==> src/rtl/home_inventory_pkg.sv <==
// Shared constants for the multi-channel home-inventory Wishbone register block:
// register map, identification words, IRQ bit positions and the byte-lane merge helper.
package home_inventory_pkg;

  localparam logic [31:0] HI_ID      = 32'h4849_4348;
  localparam logic [31:0] HI_VERSION = 32'h0000_0002;

  localparam logic [11:0] ADR_ID         = 12'h000;
  localparam logic [11:0] ADR_VERSION    = 12'h004;
  localparam logic [11:0] ADR_CTRL       = 12'h100;
  localparam logic [11:0] ADR_IRQ_EN     = 12'h104;
  localparam logic [11:0] ADR_STATUS     = 12'h108;
  localparam logic [11:0] ADR_IRQ_ST     = 12'h10C;
  localparam logic [11:0] ADR_ADC_CFG    = 12'h200;
  localparam logic [11:0] ADR_ADC_CMD    = 12'h204;
  localparam logic [11:0] ADR_SNAP_SEQ   = 12'h208;
  localparam logic [11:0] ADR_RAW_BASE   = 12'h210;
  localparam logic [11:0] ADR_TARE_BASE  = 12'h300;
  localparam logic [11:0] ADR_SCALE_BASE = 12'h320;
  localparam logic [11:0] ADR_EVT_BASE   = 12'h400;

  localparam int IRQ_SNAP = 0;
  localparam int IRQ_EVT  = 1;
  localparam int IRQ_OVF  = 2;

  localparam logic [31:0] SCALE_RESET = 32'h0001_0000;

  function automatic logic [31:0] apply_sel(input logic [31:0] old_v,
                                            input logic [31:0] new_v,
                                            input logic [3:0]  sel);
    logic [31:0] r;
    for (int b = 0; b < 4; b++)
      r[8*b +: 8] = sel[b] ? new_v[8*b +: 8] : old_v[8*b +: 8];
    return r;
  endfunction

endpackage

==> src/rtl/hi_evt_counter.sv <==
// One saturating event counter. o_ovf flags the pulse that reaches the ceiling
// as well as any pulse arriving while already saturated; a clear swallows a same-edge pulse.
module hi_evt_counter #(
  parameter int EVT_W = 16
) (
  input  logic             i_clk,
  input  logic             i_rst_n,
  input  logic             i_pulse,
  input  logic             i_en,
  input  logic             i_clr,
  output logic [EVT_W-1:0] o_cnt,
  output logic             o_evt,
  output logic             o_ovf
);

  localparam logic [EVT_W-1:0] MAX = '1;

  logic [EVT_W-1:0] r_cnt;

  assign o_cnt = r_cnt;
  assign o_evt = i_pulse & i_en;
  assign o_ovf = o_evt & ~i_clr & ((r_cnt == MAX) || (r_cnt == MAX - 1'b1));

  always_ff @(posedge i_clk) begin
    if (!i_rst_n)
      r_cnt <= '0;
    else if (i_clr)
      r_cnt <= '0;
    else if (o_evt && (r_cnt != MAX))
      r_cnt <= r_cnt + 1'b1;
  end

endmodule

==> src/rtl/home_inventory_wb_mc.sv <==
// Wishbone register block for NUM_CH measurement channels: live ADC capture with atomic
// snapshot, per-channel tare/scale, saturating event counters and a W1C level interrupt.
module home_inventory_wb_mc
  import home_inventory_pkg::*;
#(
  parameter int NUM_CH = 4,
  parameter int RAW_W  = 24,
  parameter int EVT_W  = 16
) (
  input  logic                  wb_clk_i,
  input  logic                  wb_rst_ni,
  input  logic                  wbs_stb_i,
  input  logic                  wbs_cyc_i,
  input  logic                  wbs_we_i,
  input  logic [3:0]            wbs_sel_i,
  input  logic [31:0]           wbs_adr_i,
  input  logic [31:0]           wbs_dat_i,
  output logic                  wbs_ack_o,
  output logic [31:0]           wbs_dat_o,
  input  logic [7:0]            core_status,
  input  logic                  adc_valid_i,
  input  logic [2:0]            adc_ch_i,
  input  logic [RAW_W-1:0]      adc_data_i,
  input  logic [NUM_CH-1:0]     evt_pulse_i,
  output logic                  ctrl_enable,
  output logic                  ctrl_start,
  output logic [2:0]            irq_en,
  output logic                  irq_o,
  output logic [32*NUM_CH-1:0]  tare_o,
  output logic [32*NUM_CH-1:0]  scale_o
);

  logic                    r_ack, r_enable, r_start;
  logic [31:0]             r_dat;
  logic [2:0]              r_irq_en, r_irq_st;
  logic [3:0]              r_active;
  logic [15:0]             r_seq;
  logic signed [RAW_W-1:0] r_live   [NUM_CH];
  logic [31:0]             r_shadow [NUM_CH];
  logic [31:0]             r_tare   [NUM_CH];
  logic [31:0]             r_scale  [NUM_CH];

  logic              w_acc, w_wr, w_snap, w_clr_evt, w_smp_ok;
  logic [11:0]       w_off;
  logic [2:0]        w_idx, w_raw_idx, w_irq_set, w_irq_clr;
  logic              w_idx_ok, w_raw_hit, w_tare_hit, w_scale_hit, w_evt_hit;
  logic [NUM_CH-1:0] w_evt, w_ovf;
  logic [EVT_W-1:0]  w_cnt [NUM_CH];
  logic [31:0]       w_rdata;
  logic              w_unused;

  // Only the 4 KiB window below bit 12 is decoded; the upstream slave decode selects the block.
  assign w_off     = {wbs_adr_i[11:2], 2'b00};
  assign w_unused  = ^{wbs_adr_i[31:12], wbs_adr_i[1:0]};
  assign w_idx     = wbs_adr_i[4:2];
  assign w_raw_idx = wbs_adr_i[4:2] - 3'd4;
  assign w_idx_ok  = int'(w_idx) < NUM_CH;

  assign w_raw_hit   = (w_off >= ADR_RAW_BASE) && (w_off < ADR_RAW_BASE + 12'h020) &&
                       (int'(w_raw_idx) < NUM_CH);
  assign w_tare_hit  = (w_off[11:5] == ADR_TARE_BASE[11:5])  && w_idx_ok;
  assign w_scale_hit = (w_off[11:5] == ADR_SCALE_BASE[11:5]) && w_idx_ok;
  assign w_evt_hit   = (w_off[11:5] == ADR_EVT_BASE[11:5])   && w_idx_ok;

  assign w_acc     = wbs_cyc_i & wbs_stb_i & ~r_ack;
  assign w_wr      = w_acc & wbs_we_i;
  assign w_snap    = w_wr && (w_off == ADR_ADC_CMD) && wbs_sel_i[0] && wbs_dat_i[0];
  assign w_clr_evt = w_wr && (w_off == ADR_ADC_CMD) && wbs_sel_i[0] && wbs_dat_i[1];
  assign w_smp_ok  = adc_valid_i && (int'(adc_ch_i) < NUM_CH) && ({1'b0, adc_ch_i} < r_active);

  assign w_irq_set = {|w_ovf, |w_evt, w_snap};
  assign w_irq_clr = (w_wr && (w_off == ADR_IRQ_ST) && wbs_sel_i[0]) ? wbs_dat_i[2:0] : 3'd0;

  for (genvar n = 0; n < NUM_CH; n++) begin : g_ch
    hi_evt_counter #(.EVT_W(EVT_W)) u_cnt (
      .i_clk   (wb_clk_i),
      .i_rst_n (wb_rst_ni),
      .i_pulse (evt_pulse_i[n]),
      .i_en    (r_enable),
      .i_clr   (w_clr_evt),
      .o_cnt   (w_cnt[n]),
      .o_evt   (w_evt[n]),
      .o_ovf   (w_ovf[n])
    );
    assign tare_o[32*n +: 32]  = r_tare[n];
    assign scale_o[32*n +: 32] = r_scale[n];
  end

  always_comb begin
    w_rdata = '0;
    case (w_off)
      ADR_ID:       w_rdata = HI_ID;
      ADR_VERSION:  w_rdata = HI_VERSION;
      ADR_CTRL:     w_rdata = {31'd0, r_enable};
      ADR_IRQ_EN:   w_rdata = {29'd0, r_irq_en};
      ADR_STATUS:   w_rdata = {24'd0, core_status};
      ADR_IRQ_ST:   w_rdata = {29'd0, r_irq_st};
      ADR_ADC_CFG:  w_rdata = {28'd0, r_active};
      ADR_SNAP_SEQ: w_rdata = {16'd0, r_seq};
      default:      w_rdata = '0;
    endcase
    for (int n = 0; n < NUM_CH; n++) begin
      if (w_raw_hit   && (w_raw_idx == 3'(n))) w_rdata = r_shadow[n];
      if (w_tare_hit  && (w_idx == 3'(n)))     w_rdata = r_tare[n];
      if (w_scale_hit && (w_idx == 3'(n)))     w_rdata = r_scale[n];
      if (w_evt_hit   && (w_idx == 3'(n)))     w_rdata = 32'(w_cnt[n]);
    end
  end

  always_ff @(posedge wb_clk_i) begin
    if (!wb_rst_ni) begin
      r_ack    <= 1'b0;
      r_dat    <= '0;
      r_enable <= 1'b0;
      r_start  <= 1'b0;
      r_irq_en <= '0;
      r_irq_st <= '0;
      r_active <= 4'(NUM_CH);
      r_seq    <= '0;
    end else begin
      r_ack   <= w_acc;
      r_start <= w_wr && (w_off == ADR_CTRL) && wbs_sel_i[0] && wbs_dat_i[1];
      if (w_acc) r_dat <= w_rdata;
      if (w_wr && (w_off == ADR_CTRL)    && wbs_sel_i[0]) r_enable <= wbs_dat_i[0];
      if (w_wr && (w_off == ADR_IRQ_EN)  && wbs_sel_i[0]) r_irq_en <= wbs_dat_i[2:0];
      if (w_wr && (w_off == ADR_ADC_CFG) && wbs_sel_i[0]) r_active <= wbs_dat_i[3:0];
      if (w_snap) r_seq <= r_seq + 16'd1;
      // A set on the same edge as its W1C clear wins.
      r_irq_st <= (r_irq_st & ~w_irq_clr) | w_irq_set;
    end
  end

  always_ff @(posedge wb_clk_i) begin
    if (!wb_rst_ni) begin
      for (int n = 0; n < NUM_CH; n++) begin
        r_live[n]   <= '0;
        r_shadow[n] <= '0;
        r_tare[n]   <= '0;
        r_scale[n]  <= SCALE_RESET;
      end
    end else begin
      for (int n = 0; n < NUM_CH; n++) begin
        if (w_smp_ok && (adc_ch_i == 3'(n))) r_live[n] <= adc_data_i;
        // Shadow takes the pre-edge live value, so a same-edge sample is not included.
        if (w_snap) r_shadow[n] <= 32'(r_live[n]);
        if (w_wr && w_tare_hit && (w_idx == 3'(n)))
          r_tare[n] <= apply_sel(r_tare[n], wbs_dat_i, wbs_sel_i);
        if (w_wr && w_scale_hit && (w_idx == 3'(n)))
          r_scale[n] <= apply_sel(r_scale[n], wbs_dat_i, wbs_sel_i);
      end
    end
  end

  assign wbs_ack_o   = r_ack;
  assign wbs_dat_o   = r_dat;
  assign ctrl_enable = r_enable;
  assign ctrl_start  = r_start;
  assign irq_en      = r_irq_en;
  assign irq_o       = |(r_irq_st & r_irq_en);

endmodule

==> config.mk <==
export PLATFORM = sky130hd
export DESIGN_NAME = home_inventory_wb_mc
export DESIGN_NICKNAME = d
export VERILOG_FILES = /design/src/rtl/home_inventory_pkg.sv /design/src/rtl/hi_evt_counter.sv /design/src/rtl/home_inventory_wb_mc.sv
export SDC_FILE = /design/constraint.sdc
export NUM_CORES = 1
export LEC_CHECK = 0
export ABC_CLOCK_PERIOD_IN_PS = 7200
export CAP_MARGIN = 20
export CORE_ASPECT_RATIO = 2
export CORE_MARGIN = 1
export CORE_UTILIZATION = 54
export DETAILED_ROUTE_END_ITERATION = 10
export PLACE_DENSITY = 0.8
export SLEW_MARGIN = 5
export SYNTH_ARGS = -nofsm -noshare
export SYNTH_HDL_FRONTEND = slang
export SYNTH_SLANG_ARGS = --single-unit
==> constraint.sdc <==
create_clock -name wb_clk_i -period 7.2 [get_ports wb_clk_i]
set_input_delay 1.8 -clock wb_clk_i [delete_from_list [all_inputs] [get_ports wb_clk_i]]
set_output_delay 1.8 -clock wb_clk_i [all_outputs]
set_load 0.02 [all_outputs]
# Word-level counts from Yosys, hierarchy flattened
# Memories as Yosys holds them, arrays and structs flattened.
# Cells that the tools add are included.
# totals
input_bits	113
word_cells	270
output_inout_bits	295
mem_count	4
mem_bits_rw	480
register_bits	125
# classes
eq_ne	32
bitwise	38
mux	106
n_lt_le_gt_ge	6
n_addsub	6
n_reduce_logical	66
# memory_table
name	words	width	rd	rd_ports_with_merged_regs	wr	line	text
r_scale	4	32	4	0	4	home_inventory_wb_mc.sv:41	logic [31:0] r_scale [NUM_CH];
r_shadow	4	32	4	0	4	home_inventory_wb_mc.sv:39	logic [31:0] r_shadow [NUM_CH];
r_tare	4	32	4	0	4	home_inventory_wb_mc.sv:40	logic [31:0] r_tare [NUM_CH];
r_live	4	24	4	0	4	home_inventory_wb_mc.sv:38	logic signed [RAW_W-1:0] r_live [NUM_CH];
# op_table
cell	n
$mux 32	28
$mux 8	32
$pmux 31 s8	1
$eq 16x16->1 const B	8
$mux 24	4
$add 16x1->16 const B	5
$ne 16x16->1 const B	4
$logic_and 1x1->1	54
$eq 10x7->1 const B	4
$mux 1	40
$eq 10x8->1 const B	3
$eq 3x2->1 const B	6
$or 1x1->1	16
$and 1x1->1	15
$eq 7x5->1 const B	2
$ge 12x10->1 const B	1
$logic_not 12->1	1
$lt 12x10->1 const B	1
$eq 10x1->1 const B	1
$eq 3x1->1 const B	3
$logic_not 3->1	3
$lt 3x3->1 const B	3
$reduce_or 4->1	2
$eq 7x6->1 const B	1
10 further kinds	16

# Logic depth before layout (Yosys ltp)
# Gate-level depths: netlist of the first run.
# depth
word_depth	20
depth_mapped	12
mapped_depth_nobuf	9

# Modules after synthesis
# Synthesis of the first run repeated with hierarchy kept, for this count alone.
# hier_totals
hier_cells	2313
area_unflattened_um2	26611.8
# modules_own_cells
module	seq_area_each_um2	area_each_um2	cells_per_inst	n_inst
home_inventory_wb_mc	14674.1	23063.4	1913	1
hi_evt_counter	320.3	887.1	100	4

# Worst setup path before layout of the first run
# Ideal clock, no wire load.
# synth_timing
path_kind	input port to flip-flop
from	input port wbs_adr_i[7]
to	memory r_shadow[0][0] (enable)
t_required_ns	6.743
arrival_time_ns	5.118
path_stages	7
slack_ns	1.624
path_buffers	3
setup_ns	0.457
path_cell_list	buf_2 or4b_1 buf_6 clkbuf_1 nor3_1 nand2_1 nand2_1
# synth_lines
element	line	text
start: declaration	home_inventory_wb_mc.sv:16	input logic [31:0] wbs_adr_i,
end: declaration	home_inventory_wb_mc.sv:39	

# Final worst setup path of the first run
# layout_timing
from	input port wbs_adr_i[4]
to	register r_dat[1] (netlist: wbs_dat_o[1])
# layout_between
elab_chain_cells	20
word_cells_on_any_way	59
cone_classes	add/sub: 1; order compare: 4; eq/ne: 13; mux: 17; reduce/logical: 24
# layout_rtl
element	line	text
$sub 3x3->3 (tied with other cells)	home_inventory_wb_mc.sv:56	assign w_raw_idx = wbs_adr_i[4:2] - 3'd4;
$lt 3x3->1 / $logic_and 1x1->1 (equally long branches)	home_inventory_wb_mc.sv:60, home_inventory_wb_mc.sv:59	
$logic_and 1x1->1	home_inventory_wb_mc.sv:59	assign w_raw_hit = (w_off >= ADR_RAW_BASE) && (w_off < ADR_RAW_BASE + 12'h020) &&
$logic_and 1x1->1	home_inventory_wb_mc.sv:103	if (w_raw_hit && (w_raw_idx == 3'(n))) w_rdata = r_shadow[n];
$mux 32	home_inventory_wb_mc.sv:103	
$mux 32	home_inventory_wb_mc.sv:104	if (w_tare_hit && (w_idx == 3'(n))) w_rdata = r_tare[n];
$mux 32	home_inventory_wb_mc.sv:105	if (w_scale_hit && (w_idx == 3'(n))) w_rdata = r_scale[n];
$mux 32	home_inventory_wb_mc.sv:106	if (w_evt_hit && (w_idx == 3'(n))) w_rdata = 32'(w_cnt[n]);
(+4 left out)	n/a	
$mux 32	home_inventory_wb_mc.sv:103	
$mux 32	home_inventory_wb_mc.sv:104	
$mux 32	home_inventory_wb_mc.sv:105	
$mux 32	home_inventory_wb_mc.sv:106	
$mux 32	home_inventory_wb_mc.sv:103	
$mux 32	home_inventory_wb_mc.sv:104	
$mux 32	home_inventory_wb_mc.sv:105	
$mux 32 *	home_inventory_wb_mc.sv:106	
end signal: assignment	home_inventory_wb_mc.sv:123	if (w_acc) r_dat <= w_rdata;
end: declaration	home_inventory_wb_mc.sv:34	logic [31:0] r_dat;
# Every way passes the cells marked *; elsewhere a longest branch is shown, timed or not.
# A chain may end at the register's enable or synchronous reset.

==> run summary, run 1 <==
The run finished with clean final reports. At the end of routability-driven placement, the weighted congestion stood at approximately 1.1. The horizontal die dimension came out at 158 um. The number of top-level pins came out at a little over 400.

The H-tree was split into 2 levels. The peak clock frequency supported by timing came out at ~0.18 GHz. The residual overflow from global routing came out at 0.

The initial utilization of the core area, before any placement, comes to a little over half. On the worst path, the slowest cell contributes a delay of 0.69 ns. In the final layout, the multi-input gates occupy just under 10,000 um^2. The cell count after synthesis came out at 2,331. The cell area after synthesis is between 20,000 and 30,000 um^2. Counting the buffers created by CTS gives 49. Summing all non-filler instances in the final layout gives an area of between 30,000 and 40,000 um^2. The final hold violation count came out at 0. The total power per unit cell area is around 210 nW/um^2.

In the synthesized netlist the async set-or-reset flop fraction comes to 0%. STA classifies the critical path startpoint as an input pin. After clock tree synthesis, the repair step resized 0 gates. At the pin with the least slew margin, the transition time is roughly 1.2 ns.

Summing all placed instances gives a cell area of around 31,000 um^2. Entering global routing, the biggest net connects 69 pins. The worst-skew pair later-pin latency came out at roughly 0.61 ns. The first-pass GRT wire length is around 140 mm.

The synthesized design spends more area on one cell type than any other, namely sky130_fd_sc_hd__edfxtp_1. The detailed router finished its first iteration with between 2,000 and 3,000 violations. After detailed routing, the average wire length per cell comes to 30.7 um. The number of max-capacitance violations reported came out at 0. By area the synthesized netlist is led by sky130_fd_sc_hd__edfxtp_1 51%, sky130_fd_sc_hd__and2_1 11%, sky130_fd_sc_hd__dfxtp_1 9.5%, sky130_fd_sc_hd__nand2_1 3.2%, sky130_fd_sc_hd__nor2_1 2.2%. The clock arrives with slightly above 0.03 ns of skew. The number of buffers added to fix hold violations after cts is 0. The mean cell area of the mapped netlist came out at ~11 um^2. The via count of the first global-routing pass came out at 21,000. The share of cells above drive strength 1 is between 7 and 8%. Summing the sequential cell areas from Yosys gives about three fifths of the chip area. The setup total negative slack came out at 0 ns. The final-layout fill cell count came out at 3,711. The height of the die came out at 314 um. No sink is reached through more buffers than the 3 on the longest clock path. The remaining design rule violation count came out at 0. The area occupied by registers is 16,000 um^2. Dividing the detail-routed via count by the number of cells gives about 6.4.

The post-layout worst setup margin came out at 1.79 ns. Dividing the final minimum period by the clock period gives 75.2%. The final cell utilization of the core is between 60% and 70%. The synthesized design contains 573 register bits. Yosys mapped a number of flops with a built-in enable equal to approximately 450. The number of antenna violations at the first check in global routing came out at 5. The largest individual stage delay along the critical path comes from the cell sky130_fd_sc_hd__clkdlybuf4s50_1. The number of standard-cell rows in the floorplan is between 100 and 150.

The floorplan core area is between 40,000 and 50,000 um^2. Before antenna repair, the detailed router went through 8 iterations. Global routing used ~42% of the available tracks across all layers. The analysis attributes to cell leakage a power of between 10 and 15 nW. The area enclosed by the die boundary came out at ~50,000 um^2. The CTS tree is done. STA classifies the critical path endpoint as a register. The post-place setup slack came out at approximately 1.3 ns. The critical path required time is slightly below 8 ns. The count of final max-slew check failures is 0. Counting every net in the synthesized netlist gives between 2,000 and 2,500. The worst-case headroom to the max-slew limit came out at between 10% and 20%. CTS placed an instance of sky130_fd_sc_hd__clkbuf_16 at the clock tree root. The signal on the critical path passes through clkdlybuf4s50_1 -> buf_4 -> or4b_1 -> nor3_1 -> buf_4 -> a22oi_1 -> o21ai_0 -> a2111oi_0 -> buf_4 -> o21ai_0 -> a222oi_1 -> o31ai_1. The number of distinct library cells after synthesis came out at roughly 80.

The worst-case IR drop observed on VDD is between 200 and 250 uV. The maximum fanout encountered on the critical timing path came out at 19. The setup violation total in the final timing report came out at 0.

Of the post-synthesis cell area, the dominant cell type holds 51.2%. The via count of the routed design came out at between 20,000 and 25,000. The number of buffers inserted by port buffering is slightly below 400. The tightest min-delay check is of the reg -> reg type. The number of sinks driven by the clock tree came out at approximately 570. The Yosys step of the flow raised 0 warnings. The clock-pin slew reported for the worst setup and hold paths after clock tree synthesis came out at ~0.060 ns. Among all flip-flop cells after synthesis, the most frequent one is sky130_fd_sc_hd__edfxtp_1. Setup repair after global routing left no endpoint under its margin. The final critical path time including I/O delays and setup is around 5.4 ns. The worst path arrival time came out at about 5.9 ns. The sum of routed wire length over all layers came out at 104 mm. Final hold analysis gives a worst-case slack of approximately 0.5 ns. The number of nets in the layout came out at 2,814. The detail route stage leaves a number of antenna-violating nets equal to 0. By instance count, the leading cell after synthesis is sky130_fd_sc_hd__and2_1. The cell repeated most along the worst path is sky130_fd_sc_hd__buf_4. The post-CTS setup repair buffer count is 0. The setup path with the least slack is of type in -> reg.

Counting instances in the post-synthesis netlist gives the leading cell types as 455 x sky130_fd_sc_hd__and2_1, 448 x sky130_fd_sc_hd__edfxtp_1, 227 x sky130_fd_sc_hd__nand2_1. The area growth from synthesis to layout is 24.1%. The post-DP HPWL came out at ~80 mm.
==> stage by stage <==
stage	total power, mW	instances
finish	7.00	3373
global route	7.13	3369
global placement	4.29	3277
detailed placement	4.30	3277
floorplan	3.97	2331
CTS	6.99	3368
==> final cells by class <==
class                      count  share of cell area (%)
tap                          638                    2.45
clock inverter                30                    1.07
multi-input combinational   1595                    29.9
inverter                      20                   0.230
sequential                   573                    48.9
antenna                        5                  0.0384
timing repair buffer         451                    13.4
clock buffer                  61                    4.05
==> per-layer routing <==
metal  global-route usage, %  wire (um)  part of all wire (%)  vias up
li1                        -          -                     -     9177
met1                    45.6      32600                    31    10300
met2                    69.9      50300                    49     1548
met3                    8.65      10300                    10      467
met4                    35.0      10300                    10        4
met5                       0         23                 0.022        -
==> cell families after synthesis <==
kind of cell / Yosys count / share of synthesized area, %
fa+ha+maj: 11 / 0.524
buf+inv: 163 / 2.61
simple gates: 1093 / 22.6
mux: 21 / 0.866
compound gates: 406 / 10.5
xor+xnor: 64 / 2.13
flops: 573 / 60.7
==> path summary, 6_finish.rpt <==
kind                                     from            end  slack [ns]  cells after the start
worst min register to register  wbs_dat_o[21]  wbs_dat_o[21]        0.50                      1
worst max-delay path             wbs_adr_i[4]   wbs_dat_o[1]        1.79                     12
worst min-delay path            wbs_dat_o[21]  wbs_dat_o[21]        0.50                      1
worst max register to register      wbs_ack_o  r_tare[0][25]        3.48                      8
==> flip-flops by register name, summed over array words and instances (netlist names) <==
| signal | flops |
|---|---|
| ctrl_start | 1 |
| r_live | 96 |
| wbs_ack_o | 1 |
| r_active | 4 |
| r_irq_st | 3 |
| g_ch.u_cnt.o_cnt | 64 |
| r_tare | 128 |
| r_shadow | 96 |
| r_seq | 16 |
| wbs_dat_o | 32 |
| ctrl_enable | 1 |
| irq_en | 3 |
| r_scale | 128 |
==> report_power, final <==
part	total [mW]	internal, mW	switching [mW]	leakage, nW
Clock	2.76	1.50	1.26	0.795
Combinational	0.502	0.179	0.323	5.37
Sequential	3.74	3.66	0.0801	5.59
Total	7.00	5.34	1.66	11.8
==> cell usage in the layout (no fill, tap or decap), types with 20 or more instances in the layout <==
cell type / netlist / final
sky130_fd_sc_hd__a21oi_1: 82 / 82
sky130_fd_sc_hd__a221oi_1: 22 / 22
sky130_fd_sc_hd__a22oi_1: 31 / 31
sky130_fd_sc_hd__and2_1: 455 / 455
sky130_fd_sc_hd__and3_1: 25 / 24
sky130_fd_sc_hd__buf_4: 5 / 66
sky130_fd_sc_hd__clkbuf_16: 0 / 49
sky130_fd_sc_hd__clkdlybuf4s50_1: 0 / 384
sky130_fd_sc_hd__dfxtp_1: 125 / 125
sky130_fd_sc_hd__edfxtp_1: 448 / 448
sky130_fd_sc_hd__nand2_1: 227 / 225
sky130_fd_sc_hd__nand3_1: 54 / 53
sky130_fd_sc_hd__nand4_1: 26 / 26
sky130_fd_sc_hd__nor2_1: 151 / 142
sky130_fd_sc_hd__nor3_1: 50 / 45
sky130_fd_sc_hd__o21ai_0: 83 / 79
sky130_fd_sc_hd__o22ai_1: 50 / 50
sky130_fd_sc_hd__or3_1: 20 / 20
sky130_fd_sc_hd__xnor2_1: 27 / 27
sky130_fd_sc_hd__xor2_1: 37 / 37
==> worst max-delay path: cells and delay by family <==
family          cells  cell delay [ns]
compound gates      6             1.23
buf+inv             4             1.57
simple gates        2             1.29
No activity file was read; power rests on OpenSTA's default activity.
==> run 2: changes to the inputs <==
--- a/config.mk
+++ b/config.mk
@@ -5,7 +5,7 @@
 export SDC_FILE = /design/constraint.sdc
 export NUM_CORES = 1
 export LEC_CHECK = 0
-export ABC_CLOCK_PERIOD_IN_PS = 7200
+export ABC_CLOCK_PERIOD_IN_PS = 5500
 export CAP_MARGIN = 20
 export CORE_ASPECT_RATIO = 2
 export CORE_MARGIN = 1
==> constraint.sdc (replaced) <==
create_clock -name wb_clk_i -period 5.5 [get_ports wb_clk_i]
set_input_delay 1.375 -clock wb_clk_i [delete_from_list [all_inputs] [get_ports wb_clk_i]]
set_output_delay 1.375 -clock wb_clk_i [all_outputs]
set_load 0.02 [all_outputs]
==> run summary, run 2 (synthesis gave the netlist of run 1 again) <==
The post-route clock period utilization came out at between 80% and 90%. The start of the worst register-to-register path is wbs_ack_o. The area enclosed by the die boundary is between 40,000 and 50,000 um^2. The number of antenna violations at the first check in global routing is 9. The leakage power figure is between 10 and 15 nW. In this run the worst setup path begins at wbs_adr_i[9].

The switching power share of the total is about a quarter. Data on the critical path is required at its endpoint by 6.04 ns. Across all hold checks on the routed design, the worst slack comes to roughly 0.50 ns. For the pin with the worst max-slew slack, the measured transition is between 1 and 1.5 ns. On the critical path, the stage with the largest delay is an instance of sky130_fd_sc_hd__or4b_1. TritonCTS built the clock tree. The worst setup path is of the in -> reg kind. Once detailed placement completed, the half-perimeter wirelength came to 83.0 mm. The H-tree depth reported by CTS came out at 2. The number of nets in the layout is 2,884. The number of cells upsized or downsized after cts came out at 0.

In this run the standard cell core region covers slightly below 50,000 um^2. Leaving out fill and tap cells, the most frequent cell in the layout is sky130_fd_sc_hd__and2_1. The worst-skew pair later-pin latency came out at ~0.62 ns. The type of the worst min-delay path is reg -> reg. The power share of the clock group came out at about two fifths. The residual overflow from global routing is 0.

The post-route non-filler standard cell count came out at roughly 3,400. The highest metal layer carrying signal wires in the routed design is met5. The number of buffers added to fix hold violations after cts came out at 0. The clock buffer count from CTS came out at 51. The highest ir drop seen on vdd came out at between 300 and 400 uV. The pin count of the biggest net entering global routing came out at 84.

The CTS root buffer is sky130_fd_sc_hd__clkbuf_16. The switching power summed over all nets is 2.21 mW. The area of the multi-input gates came out at ~9700 um^2. The post-route netlist has under 10% of its cells at a drive strength greater than 1. The post-route met1 wirelength is 34.2 mm. The final weighted congestion in routability-driven placement came out at approximately 1.1. The detailed-route wire length per cell came out at around 32 um.

The count of final max-slew check failures came to 0. The via count of the first global-routing pass is approximately 21,000. The largest registers in the layout are r_scale (128), r_tare (128). The total iterations of the first detailed-routing run came out at 6.

The total power per unit cell area came out at ~280 nW/um^2. Once layout is complete, the utilization of the core stands at between 60% and 70%. The remaining antenna violation count after routing came out at 0. The run finished with clean final reports. The number of vias per cell is between 6 and 7. The met2 layer wire length in the routed design is around 55 mm. The final hold violation count is 0.

The layout-stage area growth over the synthesis result is 26.9%. Along the worst path, the maximum fanout reaches 13. The post-CTS setup repair buffer count is 0.

Setup repair after global routing left no endpoint under its margin. Fill cells in the final layout number about 3,600. The initial utilization of the core area, before any placement, comes to 54.5%. The top cell types in the final layout, fill and taps aside, are 455 x sky130_fd_sc_hd__and2_1, 448 x sky130_fd_sc_hd__edfxtp_1, 384 x sky130_fd_sc_hd__clkdlybuf4s50_1, 225 x sky130_fd_sc_hd__nand2_1, 146 x sky130_fd_sc_hd__nor2_1.

The amount of wire on met3 after detailed routing came out at between 10 and 15 mm. The height of the die is about 310 um. The cell internal power dissipation is between 7 and 8 mW.

The critical path goes through clkdlybuf4s50_1 -> or4b_1 -> nor3_1 -> a22oi_1 -> o21ai_0 -> a211oi_1 -> or3_1 -> nand3_1 -> and3_1. The worst path in the final design needs a cycle of around 4.6 ns, including I/O delays and setup. The type of element launching the critical path is an input pin.

The largest clock skew in the final design came out at between 0.02 and 0.03 ns. Registers take 16,000 um^2. The number of placed instances, taps included came out at 3,343. The worst hold path begins at wbs_dat_o[20].

The setup total negative slack is 0 ns. The gate family responsible for the most delay along the worst path is simple AND/OR/NAND/NOR gates. The biggest cell delay along the critical path came out at about 0.86 ns. The kind of capture point of the worst setup path is a register. The detailed router finished its first iteration with approximately 2,700 violations. The buffer depth of the longest clock path is 3. The first global-routing pass estimated 153 mm of wire.

The design draws approximately 9.5 mW. The number of sinks driven by the clock tree is around 570. The sum of routed wire length over all layers came out at 110 mm. The number of top-level pins is approximately 400. The remaining design rule violation count came out at 0.

The number of buffers and inverters on the critical path is 1. The worst-case headroom to the max-slew limit is a little under a fifth. Across the run, the number of max-cap violations was 0.

The share of total power in sequential cells is between 50% and 60%. The horizontal die dimension came out at about 160 um. Setup violations remaining at the end of the flow were counted as 0. The final route contains approximately 22,000 vias.

The count of buffers added on input and output ports is 385. The fraction of power consumed by combinational cells is between 7 and 8%. The number of standard-cell rows in the floorplan is 114. Clock-pin slew was measured on the worst setup and hold paths at 0.07 ns.

Global routing used between 40 and 50% of the available tracks. The peak clock frequency supported by timing is 0.218 GHz. The worst path arrival time is 5.13 ns.
[run 2: cell count changes in the layout (fill, tap and decap cells not counted), sizes merged]
cell / previous run / this run
bufinv: 5 / 8
clkbuf: 61 / 62
clkinvlp: 7 / 5
clkinv: 17 / 19
buf: 67 / 134
diode: 5 / 3
[run 2: worst min-delay path, stage by stage, from the launching register on]
cell and delay [ns]:
sky130_fd_sc_hd__dfxtp_1 0.33, sky130_fd_sc_hd__nand3_1 0.06, sky130_fd_sc_hd__o21ai_0 0.06
[run 2: cell type report]
type                    instances  area share [%]
diodes                          3          0.0225
clock buffers                  61            4.22
clock inverters                33            1.28
inverters                      20           0.225
multi-input cells            1595            29.2
flip-flops and latches        573            47.8
well taps                     638            2.39
repair buffers                519            14.9
[run 2: stage by stage]
stage	setup WS [ns]	cell area, um^2
global placement	0.452	31500
floorplan	0.349	26300
CTS	1.09	33300
finish	0.913	33400
global route	0.901	33300
detailed placement	0.461	31500
[run 2: metal layers]
layer / vias to the layer above / global-route usage, %
li1: 9318 / -
met1: 10600 / 46.9
met2: 1606 / 76.6
met3: 437 / 9.98
met4: 2 / 35.6
met5: - / 0
[run 2: path summary, 6_finish.rpt]
check | cells after the start | endpoint | slack, ns
max | 9 | wbs_dat_o[11] | 0.91
min | 2 | wbs_dat_o[20] | 0.50
max reg2reg | 7 | r_shadow[2][20] | 2.59
min reg2reg | 2 | wbs_dat_o[20] | 0.50
[run 2: power groups by stage]
stage | Clock (mW) | Sequential, mW | Combinational (mW)
finish | 3.89 | 4.90 | 0.679
global route | 4.05 | 4.90 | 0.695
CTS | 3.90 | 4.89 | 0.665
detailed placement | 0 | 4.98 | 0.662
global placement | 0 | 4.98 | 0.653
floorplan | 0 | 5.03 | 0.162
